$ cat src/rtl/sobel_stream_filter.sv
// Streaming 3x3 Sobel filter with run-time frame size: bypass, clamped
// gradient magnitude, or binary threshold, on valid/ready streams.
module sobel_stream_filter #(
  parameter int DATA_WIDTH = 8,
  parameter int MAX_W      = 256,
  parameter int DIM_WIDTH  = 16
) (
  input  logic                  clk,
  input  logic                  rst,
  input  logic                  i_start,
  input  logic [DIM_WIDTH-1:0]  i_width,
  input  logic [DIM_WIDTH-1:0]  i_height,
  input  logic [1:0]            i_mode,
  input  logic [DATA_WIDTH-1:0] i_thresh,
  input  logic                  s_valid,
  output logic                  s_ready,
  input  logic [DATA_WIDTH-1:0] s_data,
  output logic                  m_valid,
  input  logic                  m_ready,
  output logic [DATA_WIDTH-1:0] m_data,
  output logic                  o_idle,
  output logic                  o_busy,
  output logic                  o_done,
  output logic                  o_err
);

  localparam int AW = (MAX_W > 1) ? $clog2(MAX_W) : 1;
  localparam int GW = DATA_WIDTH + 4;
  localparam logic [GW-1:0] PIX_MAX = {4'b0000, {DATA_WIDTH{1'b1}}};

  typedef enum logic [1:0] {IDLE, RUN, DRAIN, DONE} state_t;

  state_t                state;
  logic [DIM_WIDTH-1:0]  width, height, row, col;
  logic [1:0]            mode;
  logic [DATA_WIDTH-1:0] thresh;

  // line0 holds the previous row, line1 the row before that
  logic [DATA_WIDTH-1:0] line0 [MAX_W];
  logic [DATA_WIDTH-1:0] line1 [MAX_W];

  // Two older window columns; the newest column comes straight from the inputs
  logic [DATA_WIDTH-1:0] t0, t1, m0, m1, b0, b1;
  logic [DATA_WIDTH-1:0] t2, m2, b2;

  logic                  in_hs, out_fire, last_px, emit, cfg_ok;
  logic [AW-1:0]         col_idx;
  logic signed [GW-1:0]  gx, gy;
  logic [GW-1:0]         mag;
  logic [DATA_WIDTH-1:0] result;

  function automatic logic signed [GW-1:0] ext(input logic [DATA_WIDTH-1:0] v);
    return $signed({4'b0000, v});
  endfunction

  function automatic logic [GW-1:0] absv(input logic signed [GW-1:0] v);
    return v[GW-1] ? $unsigned(-v) : $unsigned(v);
  endfunction

  assign col_idx  = col[AW-1:0];
  assign t2       = line1[col_idx];
  assign m2       = line0[col_idx];
  assign b2       = s_data;
  assign s_ready  = (state == RUN) && (!m_valid || m_ready);
  assign in_hs    = s_valid && s_ready;
  assign out_fire = m_valid && m_ready;
  assign last_px  = (col == width - DIM_WIDTH'(1)) && (row == height - DIM_WIDTH'(1));
  assign emit     = (mode == 2'd0) || ((row >= DIM_WIDTH'(2)) && (col >= DIM_WIDTH'(2)));

  assign gx  = (ext(t2) + ext(m2) + ext(m2) + ext(b2)) - (ext(t0) + ext(m0) + ext(m0) + ext(b0));
  assign gy  = (ext(b0) + ext(b1) + ext(b1) + ext(b2)) - (ext(t0) + ext(t1) + ext(t1) + ext(t2));
  assign mag = absv(gx) + absv(gy);

  // Start-cycle legality check of the requested configuration
  always_comb begin
    cfg_ok = 1'b1;
    if ((i_width == '0) || (i_height == '0)) begin
      cfg_ok = 1'b0;
    end else if (i_width > DIM_WIDTH'(MAX_W)) begin
      cfg_ok = 1'b0;
    end else if (i_mode == 2'd3) begin
      cfg_ok = 1'b0;
    end else if ((i_mode != 2'd0) && ((i_width < DIM_WIDTH'(3)) || (i_height < DIM_WIDTH'(3)))) begin
      cfg_ok = 1'b0;
    end else begin
      cfg_ok = 1'b1;
    end
  end

  // Output pixel selection for the latched mode
  always_comb begin
    result = '0;
    case (mode)
      2'd0:    result = s_data;
      2'd1:    result = (mag > PIX_MAX) ? '1 : mag[DATA_WIDTH-1:0];
      2'd2:    result = (mag >= {4'b0000, thresh}) ? '1 : '0;
      default: result = '0;
    endcase
  end

  // Control FSM, frame counters and status outputs
  always_ff @(posedge clk) begin
    if (rst) begin
      state  <= IDLE;
      width  <= '0;
      height <= '0;
      mode   <= 2'd0;
      thresh <= '0;
      row    <= '0;
      col    <= '0;
      o_idle <= 1'b1;
      o_busy <= 1'b0;
      o_done <= 1'b0;
      o_err  <= 1'b0;
    end else begin
      o_done <= 1'b0;
      o_err  <= 1'b0;
      case (state)
        IDLE: begin
          if (i_start && cfg_ok) begin
            width  <= i_width;
            height <= i_height;
            mode   <= i_mode;
            thresh <= i_thresh;
            row    <= '0;
            col    <= '0;
            state  <= RUN;
            o_idle <= 1'b0;
            o_busy <= 1'b1;
          end else if (i_start) begin
            o_err <= 1'b1;
          end
        end
        RUN: begin
          if (in_hs) begin
            if (col == width - DIM_WIDTH'(1)) begin
              col <= '0;
              row <= row + DIM_WIDTH'(1);
            end else begin
              col <= col + DIM_WIDTH'(1);
            end
            if (last_px) state <= DRAIN;
          end
        end
        DRAIN: begin
          if (!m_valid || m_ready) begin
            state  <= DONE;
            o_busy <= 1'b0;
            o_done <= 1'b1;
          end
        end
        DONE: begin
          state  <= IDLE;
          o_idle <= 1'b1;
        end
        default: begin
          state  <= IDLE;
          o_idle <= 1'b1;
          o_busy <= 1'b0;
        end
      endcase
    end
  end

  // Single-entry output register with hold under back-pressure
  always_ff @(posedge clk) begin
    if (rst) begin
      m_valid <= 1'b0;
      m_data  <= '0;
    end else if (in_hs && emit) begin
      m_valid <= 1'b1;
      m_data  <= result;
    end else if (out_fire) begin
      m_valid <= 1'b0;
    end
  end

  // Line buffers and window advance on every accepted pixel
  always_ff @(posedge clk) begin
    if (in_hs) begin
      line1[col_idx] <= line0[col_idx];
      line0[col_idx] <= s_data;
      t0 <= t1;
      t1 <= t2;
      m0 <= m1;
      m1 <= m2;
      b0 <= b1;
      b1 <= b2;
    end
  end

endmodule

$ cat config.mk
export PLATFORM = sky130hd
export DESIGN_NAME = sobel_stream_filter
export DESIGN_NICKNAME = d
export VERILOG_FILES = /design/src/rtl/sobel_stream_filter.sv
export SDC_FILE = /design/constraint.sdc
export NUM_CORES = 2
export LEC_CHECK = 0
export ABC_AREA = 1
export BUFFER_PORTS_ARGS = -buffer_cell sky130_fd_sc_hd__buf_2
export CAP_MARGIN = 15
export CORE_ASPECT_RATIO = 1.5
export CORE_MARGIN = 4
export CORE_UTILIZATION = 38
export DETAILED_ROUTE_END_ITERATION = 8
export HOLD_SLACK_MARGIN = 0.08
export PLACE_DENSITY = 0.52
export SLEW_MARGIN = 30
export SYNTH_ARGS = -nofsm -noshare
export SYNTH_HDL_FRONTEND = slang
export SYNTH_SLANG_ARGS = --single-unit
$ cat constraint.sdc
create_clock -name clk -period 21.2 [get_ports clk]
set_clock_uncertainty 0.15 [all_clocks]
set_input_delay 3.18 -clock clk [delete_from_list [all_inputs] [get_ports clk]]
set_output_delay 3.18 -clock clk [all_outputs]
set_load 0.1 [all_outputs]
==> run_results.csv <==
group,metric,value,unit
run_status,status,"finished clean",
timing,tightest_slew,1.061,ns
detailed_routing,route.met3.wl,27790,um
logic_synthesis,async_flop_share,0,
setup_path,cp_slowest_cell,"dfxtp_4",
floorplanning,initial_utilization,0.3821,
grt,grt_pass1_vias,109700,
timing,finalSetupTns,0,ns
logic_synthesis,yosysSeqAreaShare,0.7326,
detailed_routing,top_layer_used,"met5",
logic_synthesis,synth_ff_type,"edfxtp_1",
pwr,p_leak,63.26,nW
clock_network,htree_levels,5,
floorplanning,die_y,833.2,um
pwr,p_comb_frac,0.350,
final_layout,area_delta_synth_final,12.16,%
clock_network,insertion_delay,1.04,ns
detailed_routing,wl,559700,um
grt,grt_max_degree,192,
logic_synthesis,synth_edf_count,4144,
final_layout,fin_area,193500,sq um
setup_path,cp-endpoint,"m_data[3]$_SDFFE_PP0P_",
clock_network,clock_path_buffers,4,
logic_synthesis,synth_nets,13910,
setup_path,reg2reg_slack,8.78,ns
logic_synthesis,syn_area_per_cell,12.57,sq um
detailed_routing,drt_iter0_drc,10790,
floorplanning,dieArea,465100,sq um
pwr,p_seq_frac,0.371,
detailed_routing,drt-met1-wl,216300,um
worst_hold_path,hold_class,"reg2reg",
floorplanning,fp-row-count,302,
floorplanning,core_area,451500,sq um
grt,grt_pass1_wl,798300,um
timing,fin_crit,12.42,ns
setup_path,rr_worst_depth,48,
placement,gp_congestion,0.8591,
timing,rsz0062_at_grt,"no",
detailed_routing,viasPerCell,5.673,
grt,grt_usage,0.2337,
logic_synthesis,ys_ff_latch,4241,
detailed_routing,firstDrtPassIters,6,
timing,fin_crit_sh,0.5857,
final_layout,fillers,41600,
pwr,clkPwrFrac,0.280,
final_layout,final_nets,13880,
clock_network,post_cts_buffers,0,
setup_path,cp.arrival,13.11,ns
floorplanning,io_pins,69,
detailed_routing,detail_route.drc_violations,0,
final_layout,layout-drive-gt1-share,0.08806,
setup_path,crit_path_end_kind,"register",
clock_network,cts.repair.resized,0,
timing,fmax,0.08054,GHz
timing,maxSlewViolCount,0,
grt,antenna_found_initial,22,
placement,dp.final_hpwl,326100,um
grt,overflow,0,
detailed_routing,route.vias.total,113300,
floorplanning,dieWidth,558.1,um
setup_path,critPathLaunchType,"register",
pwr,cellPowerDensity,136.3,nW/um^2
setup_path,cpPeakStageDelay,0.88,ns
logic_synthesis,ys_warn_count,0,
timing,timing.slew.headroom,0.2928,
timing,hold_slack,0.2680,ns
setup_path,crit_path_max_fanout,164,
placement,place_area,180000,sq um
clock_network,cts-root-buf,"clkbuf_16",
logic_synthesis,synth_cell_types,61,
detailed_routing,met2WireLength,284200,um
pwr,switching_share,0.3681,
placement,port_buffers,68,
detailed_routing,ant_nets,0,
run,maxCapViolations,0,
clock_network,cts.hold.buffers_added,0,
logic_synthesis,synthCells,13730,
pwr,p_int,16.67,mW
detailed_routing,wl_per_cell,28.03,um
clock_network,cts_tree,"built",
setup_path,cp.required,21.90,ns
timing,setup_violations,0,
setup_path,crit_top_cell,"nand2_1",
setup_path,critPathKind,"reg2reg",
timing,hold_viol,0,
setup_path,worstReg2RegEnd,"m_data[3]$_SDFFE_PP0P_",
pwr,power.ir.vdd_worst,0.0003831,V
clock_network,cts_buffers,408,
clock_network,clock_sinks,4241,
clock_network,clkTransAtPathRegs,0.07,ns
logic_synthesis,synth_area,172500,sq um
pwr,p_sw,9.707,mW
-- registers in the layout, summed over array words and instances (netlist names), 2 cells and up, named ones only --
signal  count
line0    2048
line1    2048
col        16
height     16
row        16
width      16
b0          8
b1          8
m0          8
m1          8
m_data      8
t0          8
t1          8
thresh      8
mode        2
state       2
-- routing by layer --
metal  up-vias  global-route usage
met3       948             0.02390
met2      3660              0.4094
met4         4              0.1160
met5         -                   0
li1      50380                   -
met1     58310              0.2872
-- layout by cell type (no fill, tap or decap), types with 62 or more instances in the layout --
master,n
o22ai_1,1246
o21ai_0,2447
ha_1,69
xor2_1,79
fa_1,63
inv_1,313
o21ai_1,129
nand3_1,226
nor2_1,3029
nand2_1,526
clkbuf_16,413
edfxtp_1,4144
dfxtp_1,90
clkbuf_1,95
buf_4,401
clkinv_2,62
clkinv_1,91
-- synth_stat cells (all sizes together), types with 4 or more instances --
cell type | count | area, sq um
o32ai | 51 | 446.7
edfxtp | 4144 | 124400
o22ai | 1247 | 7801
dfxtp | 97 | 1942
a21oi | 58 | 309.0
o21ai | 2590 | 13020
ha | 69 | 863.3
inv | 344 | 1294
nand2 | 543 | 2063
nor4 | 14 | 93.84
fa | 63 | 1261
or2 | 7 | 43.79
xor2 | 79 | 691.9
nor2 | 3101 | 11660
buf | 422 | 2471
o211ai | 4 | 30.03
nand4 | 41 | 262.8
a211oi | 27 | 202.7
clkbuf | 529 | 1988
o31ai | 5 | 37.54
xnor2 | 16 | 140.1
nor3 | 25 | 141.4
nand3 | 228 | 1151
-- power groups by stage --
| stage | clock network, mW | logic (mW) | registers (mW) |
|---|---|---|---|
| 2_1_floorplan | 0 | 6.28 | 10.1 |
| 3_3_place_gp | 0 | 9.36 | 9.96 |
| 3_5_place_dp | 0 | 9.22 | 9.96 |
| 4_1_cts | 7.50 | 9.25 | 9.78 |
| 5_1_grt | 7.82 | 10.3 | 9.78 |
| 6_report | 7.38 | 9.22 | 9.78 |
-- metrics by stage --
stage / std cells / power, mW / util / setup slack [ns]
final: 19970 / 26.38 / 0.4285 / 8.784
after global routing: 19970 / 27.91 / 0.4285 / 7.958
after CTS: 19960 / 26.53 / 0.4280 / 8.779
after detailed placement: 19210 / 19.18 / 0.3987 / 8.843
after global placement: 19210 / 19.33 / 0.3983 / 8.785
after floorplan: 13730 / 16.37 / - / 7.792
-- logic make-up (layout without fill, tap and decap cells) --
kind of cell	Yosys count	in the layout	share of synthesized area
compound gates	3994	3994	0.1272
fa+ha+maj	132	132	0.01231
flops	4241	4241	0.7326
simple gates	3967	3967	0.08968
buf+inv	1297	1607	0.03340
xor+xnor	95	95	0.004823
other cells	0	6	0
-- critical path, delay by kind of cell (launching register included) --
kind	cells	cell delay (ns)
XOR/XNOR	2	0.44
flip-flops	1	0.88
AND/OR/NAND/NOR	19	2.03
buffers and inverters	9	2.86
adder cells (fa/ha/maj)	7	2.73
AO/OA/AOI/OAI	11	2.84
-- worst min-delay path by stage --
stage | slack, ns | to | start | depth (start not counted)
floorplan | 0.25 | m0[0]$_DFFE_PP_ | m1[0]$_DFFE_PP_ | 0
global placement | 0.25 | m0[6]$_DFFE_PP_ | m1[6]$_DFFE_PP_ | 0
detailed placement | 0.25 | m0[1]$_DFFE_PP_ | m1[1]$_DFFE_PP_ | 0
CTS | 0.27 | m0[1]$_DFFE_PP_ | m1[1]$_DFFE_PP_ | 0
global route | 0.27 | m0[7]$_DFFE_PP_ | m1[7]$_DFFE_PP_ | 0
finish | 0.27 | m0[6]$_DFFE_PP_ | m1[6]$_DFFE_PP_ | 0
-- layout make-up --
class                   count  area [sq um]  share of cell area
diodes                      6         15.01          0.00007760
multi-input cells        8188         40750              0.2106
flip-flops and latches   4241        126400              0.6533
clock buffers             511         10730             0.05547
clock inverters           239          2536             0.01311
well taps                5928          7417             0.03833
repair buffers            511          4280             0.02212
inverters                 346          1353            0.006990
Note: power is estimated with default switching activity, not from simulation.
